<file path="config.mk">
export PLATFORM = sky130hd
export DESIGN_NAME = io_reset_requester
export DESIGN_NICKNAME = d
export VERILOG_FILES = /design/src/rtl/system_control_pkg.sv /design/src/rtl/io_reset_priority_enc.sv /design/src/rtl/io_reset_requester.sv
export SDC_FILE = /design/constraint.sdc
export NUM_CORES = 1
export LEC_CHECK = 0
export CORE_ASPECT_RATIO = 0.8
export CORE_MARGIN = 3
export CORE_UTILIZATION = 30
export DETAILED_ROUTE_END_ITERATION = 12
export PLACE_DENSITY = 0.54
export SETUP_SLACK_MARGIN = 0.15
export SYNTH_ARGS = -nofsm -noshare
export SYNTH_HDL_FRONTEND = slang
export SYNTH_SLANG_ARGS = --single-unit
export TNS_END_PERCENT = 20
</file>
<file path="constraint.sdc">
create_clock -name clk -period 2.1 [get_ports clk]
set_clock_uncertainty 0.1 [all_clocks]
set_input_delay 0.42 -clock clk [delete_from_list [all_inputs] [get_ports clk]]
set_output_delay 0.42 -clock clk [all_outputs]
set_load 0.02 [all_outputs]
</file>
<file path="src/rtl/system_control_pkg.sv">
// rtl/system_control_pkg.sv - shared SystemControl reset-handshake types and constants
package system_control_pkg;

  localparam int unsigned RV_FULL = 3;
  localparam int unsigned RV_INST = 2;
  localparam int unsigned RV_IO   = 1;
  localparam int unsigned RV_DATA = 0;

  typedef enum logic [2:0] {
    IDLE,
    ARM,
    STROBE,
    WAIT,
    RESPOND
  } reqState_t;

  localparam logic [1:0] STATUS_DONE     = 2'b00;
  localparam logic [1:0] STATUS_TIMEOUT  = 2'b01;
  localparam logic [1:0] STATUS_EMPTY    = 2'b10;
  localparam logic [1:0] STATUS_RESERVED = 2'b11;

endpackage

</file>
<file path="src/rtl/io_reset_priority_enc.sv">
// rtl/io_reset_priority_enc.sv - 4-bit reset vector to one-hot, Full > Inst > IO > Data
module io_reset_priority_enc
  import system_control_pkg::*;
(
  input  logic [3:0] vector,
  output logic [3:0] oneHot,
  output logic       empty
);

  always_comb begin
    oneHot = 4'b0000;
    if (vector[RV_FULL])      oneHot[RV_FULL] = 1'b1;
    else if (vector[RV_INST]) oneHot[RV_INST] = 1'b1;
    else if (vector[RV_IO])   oneHot[RV_IO]   = 1'b1;
    else if (vector[RV_DATA]) oneHot[RV_DATA] = 1'b1;
  end

  assign empty = (vector == 4'b0000);

endmodule

</file>
<file path="src/rtl/io_reset_requester.sv">
// rtl/io_reset_requester.sv - initiator side of the software-reset handshake to the memory flasher
module io_reset_requester
  import system_control_pkg::*;
#(
  parameter int unsigned TIMEOUT_CYCLES = 1024,
  parameter int unsigned COUNT_WIDTH    = 11
) (
  input  logic       clk,
  input  logic       async_rst_n,
  input  logic       clk_en,
  input  logic       ReqValid,
  output logic       ReqReady,
  input  logic [3:0] ReqVector,
  output logic       RespValid,
  input  logic       RespReady,
  output logic [1:0] RespStatus,
  output logic       SoftwareResetOut,
  output logic [3:0] ResetVectorOut,
  input  logic       ResetResponseIn,
  output logic       Busy
);

  reqState_t              state;
  reqState_t              nextState;
  logic [COUNT_WIDTH-1:0] waitCount;
  logic [3:0]             vecReg;
  logic [1:0]             statusReg;
  logic [3:0]             encOneHot;
  logic                   encEmpty;
  logic                   termCount;

  io_reset_priority_enc uEnc (
    .vector (ReqVector),
    .oneHot (encOneHot),
    .empty  (encEmpty)
  );

  assign termCount = (waitCount == COUNT_WIDTH'(TIMEOUT_CYCLES - 1));

  always_ff @(posedge clk or negedge async_rst_n) begin
    if (!async_rst_n)  state <= IDLE;
    else if (clk_en)   state <= nextState;
  end

  always_comb begin
    nextState = state;
    case (state)
      IDLE:    if (ReqValid) nextState = encEmpty ? RESPOND : ARM;
      ARM:     nextState = STROBE;
      STROBE:  nextState = ResetResponseIn ? RESPOND : WAIT;
      WAIT:    if (ResetResponseIn || termCount) nextState = RESPOND;
      RESPOND: if (RespReady) nextState = IDLE;
      default: nextState = IDLE;
    endcase
  end

  // The response window opens with the strobe, so the strobe cycle is counted too.
  always_ff @(posedge clk or negedge async_rst_n) begin
    if (!async_rst_n) begin
      waitCount <= '0;
      vecReg    <= 4'b0000;
      statusReg <= STATUS_DONE;
    end else if (clk_en) begin
      case (state)
        IDLE: begin
          if (ReqValid) begin
            vecReg    <= encOneHot;
            statusReg <= encEmpty ? STATUS_EMPTY : STATUS_DONE;
          end
        end
        ARM:    waitCount <= '0;
        STROBE: waitCount <= waitCount + COUNT_WIDTH'(1);
        WAIT: begin
          if (ResetResponseIn)  statusReg <= STATUS_DONE;
          else if (termCount)   statusReg <= STATUS_TIMEOUT;
          else                  waitCount <= waitCount + COUNT_WIDTH'(1);
        end
        RESPOND: begin
          if (RespReady) begin
            vecReg    <= 4'b0000;
            statusReg <= STATUS_DONE;
          end
        end
        default: ;
      endcase
    end
  end

  always_comb begin
    ReqReady         = (state == IDLE);
    RespValid        = (state == RESPOND);
    SoftwareResetOut = (state == STROBE);
    Busy             = (state != IDLE);
    RespStatus       = statusReg;
    ResetVectorOut   = vecReg;
  end

endmodule
</file>
### After elaboration in Yosys (flattened, before gate mapping)

Cells that the tools add are included.

* input port bits: 10
* logic and storage cells: 52
* register bits after elaboration: 20
* output and inout bits: 10

* reductions and logical operators: 11
* mux-type cells: 25
* equal/unequal tests: 11
* add/subtract/negate cells: 1

Operators by type and width (count)
* $pmux W11 S3: 1
* $mux W11: 2
* $mux W3: 6
* $pmux W3 S5: 1
* $mux W2: 6
* $reduce_and A4 Y1: 3
* $add A11 B1 Y11 const B: 1
* $eq A11 B10 Y1 const B: 1
* $reduce_bool A3 Y1: 3
* $mux W4: 2
* $ne A2 B2 Y1 const B: 4
* $pmux W4 S2: 1
* $eq A3 B2 Y1 const B: 2
* $pmux W2 S3: 1
* $mux W1: 5
* $reduce_and A5 Y1: 1
* $logic_not A4 Y1: 1
* $eq A3 B1 Y1 const B: 1
* $eq A3 B3 Y1 const B: 1
* $logic_not A3 Y1: 1
* $ne A3 B3 Y1 const B: 1
* $ne A2 B1 Y1 const B: 1
* $reduce_bool A2 Y1: 1
* $logic_or A1 B1 Y1: 1

### Longest topological paths before layout

Gate-level depths: netlist of the first run.

* word-level depth: 6
* mapped depth: 7

### Cells and area by module

Synthesis of the first run repeated with hierarchy kept, for this count alone.

* cell total of the unflattened synthesis: 129
* area total of the unflattened synthesis: 1258.7 um^2

By module, submodules not included
* io_reset_requester: cells each 124, area an instance 1207.4 um^2, instances 1
* io_reset_priority_enc: cells each 5, area an instance 51.3 um^2, instances 1

### Worst setup path after synthesis of the first run

OpenSTA, ideal clock, no wires.

* path type: register to register
* from: register waitCount[0]
* to: register statusReg[0] (netlist: RespStatus[0])
* buffers on the path: 2
* required time: 1.875 ns
* slack: 0.209 ns
* clock period less this slack: 1.891 ns
* cell stages (with the launch flop): 8
* arrival: 1.666 ns
* setup time: 0.125 ns
* cell sequence: dfrtp_1 -> ha_1 -> and3_1 -> buf_2 -> and4_1 -> buf_6 -> o21ai_4 -> mux2_4

* longest elaborated chain between the ends: 3

RTL lines
* start: declaration: line io_reset_requester.sv:25 `logic [COUNT_WIDTH-1:0] waitCount;`
* start signal: assignment: line io_reset_requester.sv:72 `STROBE: waitCount <= waitCount + COUNT_WIDTH'(1);`
* start signal: assignment: line io_reset_requester.sv:76 `else waitCount <= waitCount + COUNT_WIDTH'(1);`
* $eq A11 B10 Y1: line io_reset_requester.sv:38 `assign termCount = (waitCount == COUNT_WIDTH'(TIMEOUT_CYCLES - 1));`
* $ne A3 B3 Y1 (no line)
* $reduce_and A5 Y1 (no line)
* end signal: assignment: line io_reset_requester.sv:68 `statusReg <= encEmpty ? STATUS_EMPTY : STATUS_DONE;`
* end: declaration: line io_reset_requester.sv:27 `logic [1:0] statusReg;`

No other way between the ends.
A chain may end at the register's enable or synchronous reset.

### Worst setup path after layout of the first run

* from: register waitCount[0]
* to: register waitCount[7]

* longest elaborated chain between the ends: 4

RTL lines
* $add A11 B1 Y11: line io_reset_requester.sv:72, io_reset_requester.sv:76
* $mux W11: line io_reset_requester.sv:75 `else if (termCount) statusReg <= STATUS_TIMEOUT;`
* $mux W11: line io_reset_requester.sv:74 `if (ResetResponseIn) statusReg <= STATUS_DONE;`
* $pmux W11 S3: line io_reset_requester.sv:64 `case (state)`

Several ways; a longest one is shown, not always the timed one. The select of a mux whose other input is x is not followed.

==> results.sh, run 1 <==
export IMPL_synthDominantCellAreaShare_pct=41.5
export IMPL_drt_iter0_drc=62
export IMPL_rows=19
export IMPL_wl_per_cell_um=14.5
export IMPL_synthAdderAreaFrac_pct=1.04
export IMPL_tightest_slew_ns=0.376
export IMPL_layout_drive_gt1_share_pct=17.4
export IMPL_wirelength_met1_um=1560
export IMPL_postRouteAntennaNets=0
export IMPL_layout_commonest_cell="dfrtp_1"
export IMPL_r2r_end="waitCount[7]"
export IMPL_hold_viol_final=0
export IMPL_drtPass1Iterations=4
export IMPL_synth_simple_area_share_pct=22.1
export IMPL_cts_sinks=20
export IMPL_holdWs_ns=0.384
export IMPL_report_final_slew_viol_count=0
export IMPL_initial_utilization_pct=33.2
export IMPL_max_slew_margin_pct=74.7
export IMPL_drv_cap=0
export IMPL_die_w_um=76.9
export IMPL_core_area_sq_um=3640
export IMPL_finalPower_mw=1.93
export IMPL_finalSetupViolCount=0
export IMPL_rsz0062_at_grt="yes"
export IMPL_top_layer="met4"
export IMPL_min_to="waitCount[10]"
export IMPL_fin_crit_sh_pct=92.4
export IMPL_grt_usage_pct=12.9
export IMPL_synth_xor_area_share_pct=0
export IMPL_critical_path_cell_chain="ha_1, and3_2, and4_1, buf_4, o31ai_1, o41ai_1"
export IMPL_critPathCaptureType="flop"
export IMPL_diodes=0
export IMPL_p_switching_mw=0.746
export IMPL_placed_area_sq_um=1490
export IMPL_internal_power_mw=1.18
export IMPL_leakage_nw=0.681
export IMPL_cp_buffers_inverters=1
export IMPL_fmax_ghz=0.516
export IMPL_synthCells=128
export IMPL_gp_congestion=0.810
export IMPL_die_height_um=62.7
export IMPL_numCtsBuffers=3
export IMPL_dieArea_sq_um=4830
export IMPL_insertion_delay_ns=0.26
export IMPL_postSynthAreaPerCell_sq_um=9.43
export IMPL_num_nets_final=167
export IMPL_wl_met2_um=1330
export IMPL_yosys_register_bits=20
export IMPL_ios=20
export IMPL_synth_yosys_seq_area_share_pct=41.5
export IMPL_cp_top_family="simple AND/OR/NAND/NOR gates"
export IMPL_peakVddDrop_mv=0.621
export IMPL_worstPathMaxFanout=10
export IMPL_hold_start="waitCount[10]"
export IMPL_vias_per_cell=5.24
export IMPL_final_cell_mix="dfrtp_1 (19), clkdlybuf4s50_1 (15), buf_4 (12)"
export IMPL_num_vias=1084
export IMPL_layout_cells_non_filler=207
export IMPL_drc=0
export IMPL_post_route_cell_area_sq_um=1580
export IMPL_rr_startpoint="waitCount[0]"
export IMPL_swShare_pct=38.7
export IMPL_clkSlewWorstSetupHoldPaths_ns=0.08
export IMPL_grt_pass1_vias=1058
export IMPL_syn_area_sq_um=1210
export IMPL_p_seq_share_pct=30.3
export IMPL_slowest_stage="dfrtp_1"
export IMPL_hold_path_class="reg -> reg"
export IMPL_synthesis_nets=139
export IMPL_max_stage_delay_ns=0.42
export IMPL_place_inst=201
export IMPL_grt_pass1_wl_um=5070
export IMPL_required_ns=2.14
export IMPL_arrival_ns=1.98
export IMPL_yosys_top_cells_area="dfrtp_1 (41%), o31ai_1 (5.0%), o21ai_0 (3.3%)"
export IMPL_clock_root_buffer="clkbuf_8"
export IMPL_clock_path_buffers=2
export IMPL_ctsHoldBuffers=0
export IMPL_synth_top_family_by_area="compound AO/OA/AOI/OAI gates"
export IMPL_routed_wl_um=3010
export IMPL_antenna_found_initial=0
export IMPL_cts_tree="built"
export IMPL_synth_compound_area_share_pct=24.7
export IMPL_cp_start_kind="flop"
export IMPL_grt_overflow=0
export IMPL_r2r_slack_ns=0.16
export IMPL_muxShareOfSynthArea_pct=5.70
export IMPL_worstSetupPathType="reg -> reg"
export IMPL_worst_r2r_path_depth=6
export IMPL_p_per_area_nw_per_um2=1220
export IMPL_dr_wl_met3_um=99
export IMPL_grt_max_degree=21
export IMPL_clock_power_share_pct=19.9
export IMPL_fin_crit_ns=1.94
export IMPL_yosysTopAreaCell="dfrtp_1"
export IMPL_port_buffers=19
export IMPL_ys_types=40
export IMPL_place_hpwl_um=2260
export IMPL_area_delta_synth_final_pct=30.9
export IMPL_hold_depth=1
export IMPL_yosys_warnings=0
export IMPL_status="finished clean"
export IMPL_pwr_share_comb_pct=49.8
export IMPL_cts_htree_levels=1
==> metrics by stage <==
step | setup TNS [ns] | util [%] | setup WS [ns]
floorplan | 0 | - | 0.209
global placement | 0 | 41.0 | 0.0391
detailed placement | -0.0708 | 41.0 | -0.0399
CTS | 0 | 42.9 | 0.180
global route | 0 | 43.4 | 0.0996
finish | 0 | 43.4 | 0.160
==> flip-flops by register name, indices dropped and copies added, names as in the netlist <==
signal,flops
waitCount,11
state,3
RespStatus,2
ResetVectorOut,4
==> cells by family after synthesis <==
group | count (synthesis)
buffers and inverters | 12
adder cells (fa/ha/maj) | 1
AO/OA/AOI/OAI | 41
multiplexers | 6
AND/OR/NAND/NOR | 48
flip-flops | 20
==> what timing repair did <==
item                                    in CTS  in global routing
setup buffers                                0                  2
endpoints found under the hold margin        0                  0
pin swaps                                    1                  2
resized for setup                            6                  1
endpoints found under the setup margin       5                  9
==> metal layers <==
| metal | vias up | global-route usage [%] |
|---|---|---|
| met2 | 19 | 19.1 |
| li1 | 538 | - |
| met5 | - | 0 |
| met3 | 2 | 3.46 |
| met4 | 0 | 2.71 |
| met1 | 525 | 18.7 |
==> cells in the mapped netlist <==
cell       n
a21oi_1    5
and4_1     3
a31o_2     1
ha_1       1
nand2b_1   2
buf_4      1
buf_2      4
a21boi_4   1
a31oi_1    6
dfrtp_1   20
nor4_1     1
nand2_1   10
nor4b_1    1
and3_1     4
mux2i_1    2
mux2_4     1
o31ai_1    8
a41oi_1    3
and3b_1    2
o21ai_4    1
clkbuf_1   2
o22ai_1    1
a21boi_0   1
o311ai_0   1
o21a_1     1
nor2b_1    4
nor3b_1    2
o21ai_0    8
nor3_1     1
nand3_1    4
nand4_1    3
a211oi_1   1
a21bo_2    1
nor2_1     9
inv_1      4
nand3b_1   1
buf_6      1
or4_1      1
o41ai_1    2
mux2_2     3
==> layout make-up <==
class / instances / area [sq um]
Tap cell: 52 / 65.1
Timing Repair Buffer: 31 / 275
Sequential cell: 20 / 502
Clock buffer: 3 / 41.3
Clock inverter: 1 / 30.0
Multi-Input combinational cell: 96 / 652
Fill cell: 364 / 2060
Inverter: 4 / 15.0
==> worst max-delay path by stage <==
stage                     to  cells past startpoint          from  slack, ns
2_1_floorplan  RespStatus[0]                      7  waitCount[0]       0.21
3_3_place_gp    waitCount[8]                      5        clk_en       0.04
3_5_place_dp    waitCount[7]                      5        clk_en      -0.04
4_1_cts         waitCount[7]                      6  waitCount[0]       0.18
5_1_grt         waitCount[6]                      6  waitCount[0]        0.1
6_report        waitCount[7]                      6  waitCount[0]       0.16
==> worst register-to-register path: stages, from the launching register on <==
cell and delay [ns]:
dfrtp_1 0.42, ha_1 0.24, and3_2 0.29, and4_1 0.22, buf_4 0.19, o31ai_1 0.25
o41ai_1 0.11
==> power groups by stage <==
| stage | Combinational, mW | Clock [mW] | Sequential [mW] |
|---|---|---|---|
| floorplan | 0.540 | 0 | 0.605 |
| global placement | 0.954 | 0 | 0.582 |
| detailed placement | 0.964 | 0 | 0.586 |
| CTS | 0.946 | 0.394 | 0.580 |
| global route | 1.05 | 0.411 | 0.600 |
| finish | 0.958 | 0.383 | 0.584 |
(Power assumes the default switching activity.)
==> inputs of run 2 (changes only) <==
--- a/config.mk
+++ b/config.mk
@@ -7,9 +7,9 @@
 export LEC_CHECK = 0
 export CORE_ASPECT_RATIO = 0.8
 export CORE_MARGIN = 3
-export CORE_UTILIZATION = 30
+export CORE_UTILIZATION = 52
 export DETAILED_ROUTE_END_ITERATION = 12
-export PLACE_DENSITY = 0.54
+export PLACE_DENSITY = 0.82
 export SETUP_SLACK_MARGIN = 0.15
 export SYNTH_ARGS = -nofsm -noshare
 export SYNTH_HDL_FRONTEND = slang
==> run 2 against run 1 <==
  * Non-clock buffer count did not move
  * Highest routed layer unchanged
  * Sequential power fell by 1%
  * Die area shrank 39%
==> results.sh, run 2 (synthesis gave the netlist of run 1 again) <==
export IMPL_status="finished clean"
export IMPL_grt_overflow=0
export IMPL_fin_crit_sh_pct=91.2
export IMPL_grt_max_degree=21
export IMPL_wl_per_cell_um=16.8
export IMPL_peakVddDrop_mv=0.809
export IMPL_hold_viol_final=0
export IMPL_cts_htree_levels=1
export IMPL_num_nets_final=167
export IMPL_diodes=0
export IMPL_cp_buffers_inverters=1
export IMPL_gp_congestion=0.859
export IMPL_grt_pass1_wl_um=4940
export IMPL_drc=0
export IMPL_port_buffers=19
export IMPL_critical_path_cell_chain="ha_1, and3_4, and4_1, buf_4, o31ai_1, o21ai_0"
export IMPL_finalSetupViolCount=0
export IMPL_routed_wl_um=3010
export IMPL_fmax_ghz=0.522
export IMPL_max_stage_delay_ns=0.43
export IMPL_p_per_area_nw_per_um2=1210
export IMPL_holdWs_ns=0.344
export IMPL_cts_sinks=20
export IMPL_clock_root_buffer="clkbuf_4"
export IMPL_ctsHoldBuffers=0
export IMPL_drtPass1Iterations=4
export IMPL_rows=14
export IMPL_fin_crit_ns=1.91
export IMPL_hold_path_class="in -> async"
export IMPL_layout_commonest_cell="dfrtp_1"
export IMPL_initial_utilization_pct=59.4
export IMPL_cp_start_kind="flop"
export IMPL_clock_path_buffers=2
export IMPL_dieArea_sq_um=2940
export IMPL_slowest_stage="dfrtp_1"
export IMPL_drt_iter0_drc=89
export IMPL_core_area_sq_um=2030
export IMPL_tightest_slew_ns=0.424
export IMPL_insertion_delay_ns=0.30
export IMPL_rsz0062_at_grt="yes"
export IMPL_grt_usage_pct=21.9
export IMPL_report_final_slew_viol_count=0
export IMPL_top_register="waitCount"
export IMPL_post_cts_buffers=0
export IMPL_fin_util_pct=75.2
export IMPL_ios=20
export IMPL_num_vias=1164
export IMPL_post_place_ws_ns=-0.0522
export IMPL_antenna_found_initial=0
export IMPL_largest_reg_flops=11
export IMPL_max_slew_margin_pct=71.5
export IMPL_cp_top_family="flip-flops"
export IMPL_cts_tree="built"
export IMPL_postRouteAntennaNets=0
export IMPL_area_delta_synth_final_pct=26.6
export IMPL_required_ns=2.19
export IMPL_clkSlewWorstSetupHoldPaths_ns=0.12
export IMPL_numCtsBuffers=3
export IMPL_die_height_um=49.1
export IMPL_tns_ns=0
export IMPL_die_w_um=59.9
export IMPL_leakage_nw=0.674
export IMPL_vias_per_cell=6.50
export IMPL_worstPathMaxFanout=10
export IMPL_arrival_ns=2.00
export IMPL_critPathCaptureType="flop"
export IMPL_worstSetupPathType="reg -> reg"
export IMPL_setup_slack_ns=0.186
export IMPL_final_cell_mix="dfrtp_1 (20), clkdlybuf4s50_1 (15), buf_4 (12)"
export IMPL_layout_drive_gt1_share_pct=16.8
export IMPL_grt_pass1_vias=1095
export IMPL_place_hpwl_um=2260
export IMPL_drv_cap=0
[run 2: changes by cell type in the layout (fill, tap and decap cells not counted)]
cell,change
dfrtp_2,-1
and3_2,-1
and3_4,+1
clkbuf_4,+3
dfrtp_1,+1
clkbuf_8,-3
[run 2: per-stage QoR]
| step | std cells | area [sq um] | power, mW |
|---|---|---|---|
| 2_1_floorplan | 128 | 1210 | 1.15 |
| 4_1_cts | 179 | 1530 | 1.84 |
| 6_report | 179 | 1530 | 1.85 |
| 5_1_grt | 179 | 1530 | 1.96 |
| 3_5_place_dp | 175 | 1470 | 1.55 |
| 3_3_place_gp | 175 | 1470 | 1.52 |
[run 2: power by group]
part	internal (mW)	switching [mW]
Sequential	0.484	0.0914
Clock	0.193	0.122
Combinational	0.430	0.532
[run 2: repair_timing]
| action | in CTS | in global routing |
|---|---|---|
| gates resized for setup | 6 | 1 |
| pin swaps | 0 | 1 |
| endpoints found under the setup margin | 6 | 10 |
| gates cloned | 0 | 0 |
[run 2: path summary, 6_finish.rpt]
check / startpoint / end / slack (ns) / cells past startpoint
setup / recovery: waitCount[0] / waitCount[2] / 0.19 / 6
hold / removal: async_rst_n / RespStatus[1] / 0.34 / 2
setup reg to reg: waitCount[0] / waitCount[2] / 0.19 / 6
hold reg to reg: waitCount[7] / waitCount[7] / 0.39 / 1
max in group asynchronous: async_rst_n / ResetVectorOut[3] / 1.34 / 2
min in group clk: waitCount[7] / waitCount[7] / 0.39 / 1
[run 2: cell type report]
type	instances	area (sq um)
Multi-Input combinational cell	96	656
Tap cell	24	30.0
Clock inverter	1	30.0
Timing Repair Buffer	31	275
Inverter	4	15.0
Fill cell	150	503
Sequential cell	20	500
Clock buffer	3	22.5
[run 2: metal layers]
| layer | part of all wire (%) | track usage (%) |
|---|---|---|
| met5 | 0 | 0 |
| met4 | 1.5 | 6.64 |
| met3 | 9.6 | 5.03 |
| met2 | 45 | 32.9 |
| met1 | 44 | 31.0 |
[run 2: worst reg2reg max path: stages, from the launching register on]
cell and delay [ns]:
dfrtp_1 0.43, ha_1 0.25, and3_4 0.23, and4_1 0.19
buf_4 0.18, o31ai_1 0.28, o21ai_0 0.13
==> inputs of run 3 (changes only) <==
--- a/config.mk
+++ b/config.mk
@@ -5,6 +5,7 @@
 export SDC_FILE = /design/constraint.sdc
 export NUM_CORES = 1
 export LEC_CHECK = 0
+export CAP_MARGIN = 30
 export CORE_ASPECT_RATIO = 0.8
 export CORE_MARGIN = 3
 export CORE_UTILIZATION = 52
==> results of run 3 <==
The final DEF is identical to that of run 2; final timing and power are the same.
